<file path="src/rtl/vend_pkg.sv">
// Shared types, coin constants and price-table helper for the vending controller.
package vend_pkg;

    typedef enum logic [1:0] {
        ST_IDLE   = 2'd0,
        ST_CREDIT = 2'd1,
        ST_VEND   = 2'd2,
        ST_CHANGE = 2'd3
    } vend_state_e;

    localparam int COIN5_UNITS  = 1;
    localparam int COIN10_UNITS = 2;

    // Widest price table supported: 8 products x 16-bit credit.
    localparam int PRICE_VEC_W  = 128;

    function automatic logic [15:0] price_of(input logic [PRICE_VEC_W-1:0] prices,
                                             input int credit_w,
                                             input int idx);
        logic [PRICE_VEC_W-1:0] shifted;
        logic [15:0]            price;
        shifted = prices >> (idx * credit_w);
        price   = 16'd0;
        for (int b = 0; b < 16; b++) begin
            if (b < credit_w) begin
                price[b] = shifted[b];
            end else begin
                price[b] = 1'b0;
            end
        end
        return price;
    endfunction

endpackage

</file>
<file path="src/rtl/vend_change_unit.sv">
// Change sequencer: loads the credit to refund and pays it out one coin per cycle,
// largest coin first; done is high whenever nothing remains to be paid.
module vend_change_unit
    import vend_pkg::*;
#(
    parameter int CREDIT_W = 5
) (
    input  logic                clk,
    input  logic                reset,
    input  logic                load,
    input  logic [CREDIT_W-1:0] load_credit,
    output logic                change5,
    output logic                change10,
    output logic [CREDIT_W-1:0] remaining,
    output logic                done
);

    logic [CREDIT_W-1:0] rem_r;
    logic                change5_r;
    logic                change10_r;

    // Remaining-credit register and one-coin-per-cycle pulse generation.
    always_ff @(posedge clk or posedge reset) begin
        if (reset) begin
            rem_r      <= '0;
            change5_r  <= 1'b0;
            change10_r <= 1'b0;
        end else if (load) begin
            rem_r      <= load_credit;
            change5_r  <= 1'b0;
            change10_r <= 1'b0;
        end else if (rem_r >= CREDIT_W'(COIN10_UNITS)) begin
            rem_r      <= rem_r - CREDIT_W'(COIN10_UNITS);
            change5_r  <= 1'b0;
            change10_r <= 1'b1;
        end else if (rem_r != '0) begin
            rem_r      <= rem_r - CREDIT_W'(COIN5_UNITS);
            change5_r  <= 1'b1;
            change10_r <= 1'b0;
        end else begin
            change5_r  <= 1'b0;
            change10_r <= 1'b0;
        end
    end

    assign change5   = change5_r;
    assign change10  = change10_r;
    assign remaining = rem_r;
    assign done      = (rem_r == '0);

endmodule

</file>
<file path="src/rtl/vend_ctrl.sv">
// Vending machine controller: credit accumulation, product selection, dispense and change.
// Define VEND_STOCK_EN to enable per-product stock counters and sold_out reporting.
module vend_ctrl
    import vend_pkg::*;
#(
    parameter int                          NUM_PROD   = 4,
    parameter int                          CREDIT_W   = 5,
    parameter logic [NUM_PROD*CREDIT_W-1:0] PRICES    = {5'd4, 5'd3, 5'd2, 5'd1},
    parameter int                          STOCK_W    = 4,
    parameter int                          STOCK_INIT = 3
) (
    input  logic                clk,
    input  logic                reset,
    input  logic                coin5,
    input  logic                coin10,
    input  logic [NUM_PROD-1:0] sel,
    input  logic                cancel,
    output logic [NUM_PROD-1:0] dispense,
    output logic                change5,
    output logic                change10,
    output logic                coin_reject,
    output logic [CREDIT_W-1:0] credit,
    output logic                busy,
    output logic [NUM_PROD-1:0] sold_out
);

    localparam int IDX_W = (NUM_PROD > 1) ? $clog2(NUM_PROD) : 1;
    localparam logic [CREDIT_W:0] CREDIT_MAX = {1'b0, {CREDIT_W{1'b1}}};

    vend_state_e         state_r, state_n;
    logic [CREDIT_W-1:0] credit_r, credit_n;
    logic [NUM_PROD-1:0] dispense_r, dispense_n;
    logic                reject_r, reject_n;
    logic                busy_r, busy_n;

    logic [CREDIT_W-1:0] price_s [NUM_PROD];
    logic [IDX_W-1:0]    sel_idx_s;
    logic                sel_onehot_s;
    logic                stock_ok_s;
    logic                sel_ok_s;
    logic                vend_go_s;
    logic [CREDIT_W:0]   coin_val_s;
    logic [CREDIT_W:0]   coin_sum_s;
    logic                coin_ok_s;
    logic [CREDIT_W-1:0] base_credit_s;
    logic                chg_load_s;
    logic [CREDIT_W-1:0] chg_val_s;
    logic                chg_done_s;
    logic [CREDIT_W-1:0] chg_rem_s;

    for (genvar g = 0; g < NUM_PROD; g++) begin : g_price
        assign price_s[g] = CREDIT_W'(price_of(PRICE_VEC_W'(PRICES), CREDIT_W, g));
    end

    assign sel_onehot_s = (sel != '0) && ((sel & (sel - NUM_PROD'(1))) == '0);

    // Index of the requested product (meaningful only when sel is one-hot).
    always_comb begin
        sel_idx_s = '0;
        for (int i = 0; i < NUM_PROD; i++) begin
            if (sel[i]) begin
                sel_idx_s = IDX_W'(i);
            end else begin
                sel_idx_s = sel_idx_s;
            end
        end
    end

    // The request is judged on the credit held before any coin of the same cycle.
    assign sel_ok_s  = sel_onehot_s && (credit_r >= price_s[sel_idx_s]) && stock_ok_s;
    assign vend_go_s = (state_r == ST_CREDIT) && !cancel && sel_ok_s;

    assign coin_val_s = coin10 ? (CREDIT_W+1)'(COIN10_UNITS) : (CREDIT_W+1)'(COIN5_UNITS);
    assign coin_sum_s = {1'b0, credit_r} + coin_val_s;
    assign coin_ok_s  = (coin5 ^ coin10)
                     && ((state_r == ST_IDLE) || (state_r == ST_CREDIT))
                     && (coin_sum_s <= CREDIT_MAX);
    assign base_credit_s = coin_ok_s ? coin_sum_s[CREDIT_W-1:0] : credit_r;

`ifdef VEND_STOCK_EN
    logic [STOCK_W-1:0] stock_r [NUM_PROD];

    // Per-product stock, decremented on each accepted selection.
    always_ff @(posedge clk or posedge reset) begin
        if (reset) begin
            for (int i = 0; i < NUM_PROD; i++) begin
                stock_r[i] <= STOCK_W'(STOCK_INIT);
            end
        end else if (vend_go_s) begin
            stock_r[sel_idx_s] <= stock_r[sel_idx_s] - STOCK_W'(1);
        end
    end

    assign stock_ok_s = (stock_r[sel_idx_s] != '0);

    for (genvar g = 0; g < NUM_PROD; g++) begin : g_sold_out
        assign sold_out[g] = (stock_r[g] == '0);
    end
`else
    // Unlimited stock; the stock parameters only qualify the build configuration.
    assign stock_ok_s = (STOCK_W >= 1) && (STOCK_INIT >= 0);
    assign sold_out   = '0;
`endif

    // Next-state, next-credit and next-output logic.
    always_comb begin
        state_n    = state_r;
        credit_n   = credit_r;
        dispense_n = '0;
        reject_n   = (coin5 | coin10) & ~coin_ok_s;
        chg_load_s = 1'b0;
        chg_val_s  = '0;
        case (state_r)
            ST_IDLE: begin
                if (coin_ok_s) begin
                    credit_n = base_credit_s;
                    state_n  = ST_CREDIT;
                end else begin
                    state_n  = ST_IDLE;
                end
            end
            ST_CREDIT: begin
                if (cancel) begin
                    chg_load_s = 1'b1;
                    chg_val_s  = base_credit_s;
                    credit_n   = '0;
                    state_n    = ST_CHANGE;
                end else if (vend_go_s) begin
                    dispense_n = sel;
                    credit_n   = base_credit_s - price_s[sel_idx_s];
                    state_n    = ST_VEND;
                end else begin
                    credit_n   = base_credit_s;
                    state_n    = ST_CREDIT;
                end
            end
            ST_VEND: begin
                if (credit_r != '0) begin
                    chg_load_s = 1'b1;
                    chg_val_s  = credit_r;
                    credit_n   = '0;
                    state_n    = ST_CHANGE;
                end else begin
                    state_n    = ST_IDLE;
                end
            end
            ST_CHANGE: begin
                if (chg_done_s) begin
                    state_n = ST_IDLE;
                end else begin
                    state_n = ST_CHANGE;
                end
            end
            default: begin
                state_n  = ST_IDLE;
                credit_n = '0;
            end
        endcase
        busy_n = (state_n == ST_VEND) || (state_n == ST_CHANGE);
    end

    // State and registered outputs.
    always_ff @(posedge clk or posedge reset) begin
        if (reset) begin
            state_r    <= ST_IDLE;
            credit_r   <= '0;
            dispense_r <= '0;
            reject_r   <= 1'b0;
            busy_r     <= 1'b0;
        end else begin
            state_r    <= state_n;
            credit_r   <= credit_n;
            dispense_r <= dispense_n;
            reject_r   <= reject_n;
            busy_r     <= busy_n;
        end
    end

    vend_change_unit #(
        .CREDIT_W (CREDIT_W)
    ) u_change (
        .clk         (clk),
        .reset       (reset),
        .load        (chg_load_s),
        .load_credit (chg_val_s),
        .change5     (change5),
        .change10    (change10),
        .remaining   (chg_rem_s),
        .done        (chg_done_s)
    );

    // Credit lives in credit_r until it is handed to the change unit, so one is always zero.
    assign credit      = credit_r | chg_rem_s;
    assign dispense    = dispense_r;
    assign coin_reject = reject_r;
    assign busy        = busy_r;

endmodule

</file>
<file path="config.mk">
export PLATFORM = sky130hd
export DESIGN_NAME = vend_ctrl
export DESIGN_NICKNAME = d
export VERILOG_FILES = /design/src/rtl/vend_pkg.sv /design/src/rtl/vend_change_unit.sv /design/src/rtl/vend_ctrl.sv
export SDC_FILE = /design/constraint.sdc
export NUM_CORES = 1
export LEC_CHECK = 0
export CAP_MARGIN = 30
export CORE_MARGIN = 3
export CORE_UTILIZATION = 56
export DETAILED_ROUTE_END_ITERATION = 10
export HOLD_SLACK_MARGIN = 0.12
export PLACE_DENSITY = 0.91
export RECOVER_POWER = 100
export SLEW_MARGIN = 40
export SYNTH_ARGS = -nofsm -noshare
export SYNTH_HDL_FRONTEND = slang
export SYNTH_SLANG_ARGS = --single-unit
</file>
<file path="constraint.sdc">
create_clock -name clk -period 4.7 [get_ports clk]
set_input_delay 0.47 -clock clk [delete_from_list [all_inputs] [get_ports clk]]
set_output_delay 0.47 -clock clk [all_outputs]
set_load 0.005 [all_outputs]
</file>
# --- Word level (Yosys, flattened, before mapping) ---
# Index checks and enable logic that the tools add are counted.
totals:
  register_bits: 20
  latch_bits: 0
  mem_bits_rw: 0
  romBits: 0
  memories: 0
op_classes:
  addsub: 5
  mul: 0
  div_mod_pow: 0
  magnitude_cmp: 4
  n_eq_ne: 7
  shifts: 0
  n_mux: 36
  bitwise_logic: 7
  n_reduce_logical: 18
op_table:
  columns: ["cell", "count"]
  rows:
  - ["$mux W5", 12]
  - ["$pmux W5 S3", 1]
  - ["$mux W2", 7]
  - ["$mux W4", 3]
  - ["$bmux W5 S2", 1]
  - ["$pmux W5 S2", 1]
  - ["$reduce_bool A5 Y1", 2]
  - ["$mux W1", 9]
  - ["$eq A2 B2 Y1 const B", 4]
  - ["$pmux W2 S4", 1]
  - ["$add A5 B2 Y6", 1]
  - ["$le A6 B5 Y1 const B", 1]
  - ["$logic_and A1 B1 Y1", 6]
  - ["$reduce_bool A3 Y1", 2]
  - ["$ge A5 B2 Y1 const B", 1]
  - ["$ge A5 B5 Y1", 1]
  - ["$logic_not A5 Y1", 1]
  - ["$or A5 B5 Y5", 1]
  - ["$sub A5 B1 Y5 const B", 1]
  - ["$sub A5 B2 Y5 const B", 1]
  - ["$sub A5 B5 Y5", 1]
  - ["$and A4 B4 Y4", 1]
  - ["$logic_not A4 Y1", 1]
  - ["$ne A2 B2 Y1 const B", 2]
  - ["other kinds (14)", 15]

# --- Longest topological paths before layout ---
depth:
  word_depth: 15
  mapped_depth: 13

# --- Hierarchy ---
# From an unflattened synthesis, not the netlist that was laid out.
unflattened:
  hier_cells: 194
  hier_area_um2: 1720.4
by_module_without_submodules:
  columns: ["module", "instances", "cells_each", "area_each_um2", "seq_area_each_um2"]
  rows:
  - ["vend_ctrl", 1, 139, 1242.4, 300.3]
  - ["vend_change_unit", 1, 55, 478.0, 175.2]

# --- Worst setup path before layout ---
# OpenSTA, ideal clock, no wires.
synth_path:
  kind: "input port to flip-flop"
  start: "input coin10"
  end: "register credit_r[2]"
  setup_time_ns: 0.078
  t_arrival_ns: 2.670
  t_required_ns: 4.622
  slack_ns: 1.952
  stages: 11
  n_path_buf: 0
  path_cell_list: "ha_1 -> a21oi_1 -> o21ai_0 -> mux2i_1 -> ha_1 -> inv_1 -> fa_1 -> xor2_1 -> nand2_1 -> mux2_2 -> o2bb2ai_1"
synth_via:
  elab_chain_cells: 9
  elab_cells_between_ends: 14
synth_lines:
  columns: ["element", "line_no", "text"]
  rows:
  - ["from (decl)", "vend_ctrl.sv:15", "input logic coin10,"]
  - ["$mux W2", "vend_ctrl.sv:73", "assign coin_val_s = coin10 ? (CREDIT_W+1)'(COIN10_UNITS) : (CREDIT_W+1)'(COIN5_UNITS);"]
  - ["$add A5 B2 Y6", "vend_ctrl.sv:74", "assign coin_sum_s = {1'b0, credit_r} + coin_val_s;"]
  - ["$le A6 B5 Y1", "vend_ctrl.sv:77", "&& (coin_sum_s <= CREDIT_MAX);"]
  - ["$logic_and A1 B1 Y1", "vend_ctrl.sv:77", null]
  - ["$mux W5", "vend_ctrl.sv:78", "assign base_credit_s = coin_ok_s ? coin_sum_s[CREDIT_W-1:0] : credit_r;"]
  - ["$sub A5 B5 Y5", "vend_ctrl.sv:130", "credit_n = base_credit_s - price_s[sel_idx_s];"]
  - ["$mux W5", "vend_ctrl.sv:128", "end else if (vend_go_s) begin"]
  - ["$mux W5", "vend_ctrl.sv:123", "if (cancel) begin"]
  - ["$pmux W5 S3", "vend_ctrl.sv:113", "case (state_r)"]
  - ["to (signal assigned)", "vend_ctrl.sv:172", "credit_r <= credit_n;"]
  - ["to (decl)", "vend_ctrl.sv:31", "logic [CREDIT_W-1:0] credit_r, credit_n;"]
# Parallel ways exist; a longest one is shown, timed or not. The select of a mux whose other input is x is not followed.
# A chain may end at the register's enable or synchronous reset.

# --- Worst setup path in the final report ---
layout_path:
  start: "input sel[2]"
  end: "register credit_r[0]"
layout_via:
  elab_chain_cells: 12
  elab_cells_between_ends: 18
layout_lines:
  columns: ["element", "line_no", "text"]
  rows:
  - ["from (decl)", "vend_ctrl.sv:16", "input logic [NUM_PROD-1:0] sel,"]
  - ["$mux W2 (2 in series)", "vend_ctrl.sv:61", "if (sel[i]) begin"]
  - ["$not A2 Y3 (not written as such)", "vend_ctrl.sv:70, vend_ctrl.sv:130", null]
  - ["$bmux W5 S2", "vend_ctrl.sv:70, vend_ctrl.sv:130", null]
  - ["$mux W5 (not written as such) (2 in series)", "vend_ctrl.sv:70, vend_ctrl.sv:130", null]
  - ["$ge A5 B5 Y1", "vend_ctrl.sv:70", "assign sel_ok_s = sel_onehot_s && (credit_r >= price_s[sel_idx_s]) && stock_ok_s;"]
  - ["$logic_and A1 B1 Y1", "vend_ctrl.sv:70", null]
  - ["$logic_and A1 B1 Y1", "vend_ctrl.sv:71", "assign vend_go_s = (state_r == ST_CREDIT) && !cancel && sel_ok_s;"]
  - ["$mux W5 *", "vend_ctrl.sv:128", null]
  - ["$mux W5 *", "vend_ctrl.sv:123", null]
  - ["$pmux W5 S3 *", "vend_ctrl.sv:113", null]
# Every way passes the cells marked *; elsewhere a longest branch is shown, timed or not. The select of a mux whose other input is x is not followed.

==> flow_summary.yaml <==
pwr:
  power_switching_mw: 0.490
  ir_drop_mv: 0.328
  comb_power_share: 0.628
  total_power_mw: 1.04
  p_clk_frac: 0.086
  swShare: 0.469
  p_leak_nw: 0.866
  p_per_area_nw_per_um2: 555
  p_seq_frac: 0.286
  p_int_mw: 0.554
timing:
  fin_skew_ns: 0.00151
  slew_violations: 0
  hold_violations: 0
  rsz0062_at_grt: "false"
  worst_slew_pin_slew_ns: 1.26
  setup_violations: 0
  period_minus_slack_ns: 3.44
  fin_tns_setup_ns: 0
  post-route-period-util: 0.731
  slew_headroom: 0.156
  fmax_mhz: 291
synthesis:
  synth_xor_area_frac: 0.0259
  synth_fa_ha_area_frac: 0.157
  syn-cell-area_sq_um: 1690
  synthDistinctLibCells: 53
  ys_seq_elements: 19
  synth_area_leaders: "dfrtp_1 (28%), ha_1 (13%), inv_1 (3.5%)"
  ys_warn_count: 0
  synth.avg_cell_area_sq_um: 9.05
  synthesis.instances: 187
  async_reset_ff_frac: 1.00
  synth_top_family_by_area: "simple AND/OR/NAND/NOR gates"
  dominantRegCellSynth: "dfrtp_1"
  netlist.area_leader.share: 0.281
  synth_compound_area_frac: 0.195
  synth_edf_count: 0
  yosys-top-cells-count: "dfrtp_1 (19), ha_1 (18), inv_1 (16)"
  seq_area_frac_synth: 0.281
  synthSimpleGateAreaFrac: 0.216
  synth_mux_area_frac: 0.0503
  yosysTopAreaCell: "dfrtp_1"
  yosysMostFrequentCell: "dfrtp_1"
routing:
  first_pass_iters: 4
  drc: 0
  viasPerCell: 6.10
  wl_microns: 3720
  detail-route-antenna-nets: 0
  drt_iter0_markers: 98
  wl_per_cell_microns: 15.8
  vias: 1440
placed_design:
  port_buffers: 21
  dp.final_hpwl_microns: 2930
  place_congestion: 0.864
worst_setup_path:
  cp-start-kind: "primary input"
  setup.worst_path.start: "sel[2]"
  critPathKind: "in2reg"
  worstPathRequired_ns: 4.95
  rr_worst_depth: 11
  crit_path_max_fanout: 6
  reg2reg_slack_ns: 1.61
  end_kind: "flop"
  endpoint: "credit_r[0]$_DFFE_PP0P_"
  arrival_ns: 3.69
  r2r-start: "credit_r[1]$_DFFE_PP0P_"
  r2r_end: "credit_r[2]$_DFFE_PP0P_"
outcome:
  status: "finished, final reports clean"
clock_network:
  cts_setup_buffers: 0
  h-tree-depth: 1
  cts_tree: "done"
  cts_hold_buf: 0
  cts_root_buf: "clkbuf_4"
  clockBufferDepth: 2
  clk_latency_ns: 0.31
  post_cts_resized: 0
  cts.sinks: 19
  path_clk_slew_ns: 0.12
  cts_inserted_buffers: 3
layout:
  syn_to_final_growth_pct: 11.2
  insertedDiodeCount: 0
  drive_above_1_share: 0.0732
  num-nets-final: 235
global_route:
  grt_max_degree: 20
  grt_remaining_overflow: 0
  grt_use_total: 0.223
  grt_pass1_wl_microns: 6140
  antenna_found_initial: 0
  grt_pass1_vias: 1365
floorplan:
  core_area_sq_um: 2830
  start_util: 0.598
  dieHeight_microns: 61.0
  rows: 19
  pin_count: 26
  dieWidth_microns: 61.0
  dieArea_sq_um: 3720
job:
  drv_cap: 0
worst_hold_path:
  hold_class: "reg2reg"
area by class of cell:
class	instances	area (sq um)
clock buffer	4	26.3
fill	238	947
inverter	16	60.1
multi-input combinational	145	1070
sequential	19	475
tap	31	38.8
timing repair buffer	21	210
power by group through the flow:
| stage | sequential [mW] | clock, mW | combinational (mW) |
|---|---|---|---|
| finish | 0.299 | 0.0897 | 0.656 |
| global route | 0.310 | 0.0965 | 0.737 |
| CTS | 0.297 | 0.0894 | 0.700 |
| detailed placement | 0.301 | 0 | 0.697 |
| global placement | 0.297 | 0 | 0.672 |
| floorplan | 0.269 | 0 | 0.528 |
sequential cells by signal (all words and copies together), names as in the netlist:
signal / count
u_change.change5: 1
u_change.remaining: 5
u_change.change10: 1
state_r: 2
coin_reject: 1
dispense: 4
credit_r: 5
layout by cell type (no fill, tap or decap), types with 4 or more instances in the layout:
cell type        Yosys  final
nand3_1              4      4
or2_2                5      5
nand2b_1             5      5
clkdlybuf4s50_1      0      5
a21oi_1             11     11
inv_1               16     16
nor2_1              12     12
nand2_1             15     15
mux2i_1              4      4
o21ai_0              5      5
conb_1               1      4
ha_1                18     18
nor3_1               4      4
dfrtp_1             19     19
dlygate4sd3_1        0     16
nor4b_1              4      4
metal layers:
layer  global-route usage  vias up  routed length, microns
met3               0.0447       11                     266
met4               0.0960        0                      80
met2                0.357       63                    1680
li1                     -      696                       -
met1                0.293      670                    1690
met5                    0        -                       0
critical path: stages:
cell           delay (ns)
dlygate4sd3_1        0.63
inv_1                0.06
a21oi_1              0.25
inv_1                0.07
ha_1                 0.28
inv_1                0.07
ha_1                 0.28
a2111oi_0            0.16
nor4bb_1             0.88
mux2_2               0.42
o21ai_1              0.11
stage by stage:
| stage | std cells | hold slack [ns] | setup slack, ns | instance area [sq um] | utilization |
|---|---|---|---|---|---|
| final | 236 | 0.628 | 1.26 | 1880 | 0.665 |
| after global routing | 236 | 0.672 | 0.927 | 1880 | 0.665 |
| after CTS | 236 | 0.585 | 1.47 | 1920 | 0.679 |
| after detailed placement | 232 | 0.612 | 1.16 | 1900 | 0.670 |
| after global placement | 232 | 0.598 | 1.27 | 1890 | 0.668 |
| after floorplan | 190 | 0.421 | 1.95 | 1700 | - |
cells by family after synthesis:
family                     after synthesis
and+or+nand+nor                         64
AOI/OAI and AO/OA                       44
buffers and inverters                   26
adders and majority gates               20
DFF                                     19
muxes                                    8
xor gates and xnor gates                 5
other                                    1
worst min-delay path by stage:
stage                                            startpoint                                 to  cells after the start
after global routing                credit_r[0]$_DFFE_PP0P_            credit_r[0]$_DFFE_PP0P_                      2
after detailed placement  u_change.remaining[0]$_DFFE_PP0P_  u_change.remaining[0]$_DFFE_PP0P_                      2
after floorplan                                       reset              coin_reject$_DFF_PP0_                      1
final                     u_change.remaining[0]$_DFFE_PP0P_  u_change.remaining[0]$_DFFE_PP0P_                      2
after global placement              credit_r[0]$_DFFE_PP0P_            credit_r[0]$_DFFE_PP0P_                      2
after CTS                                             reset            credit_r[1]$_DFFE_PP0P_                      2
Power figures use the tool's default switching activity.
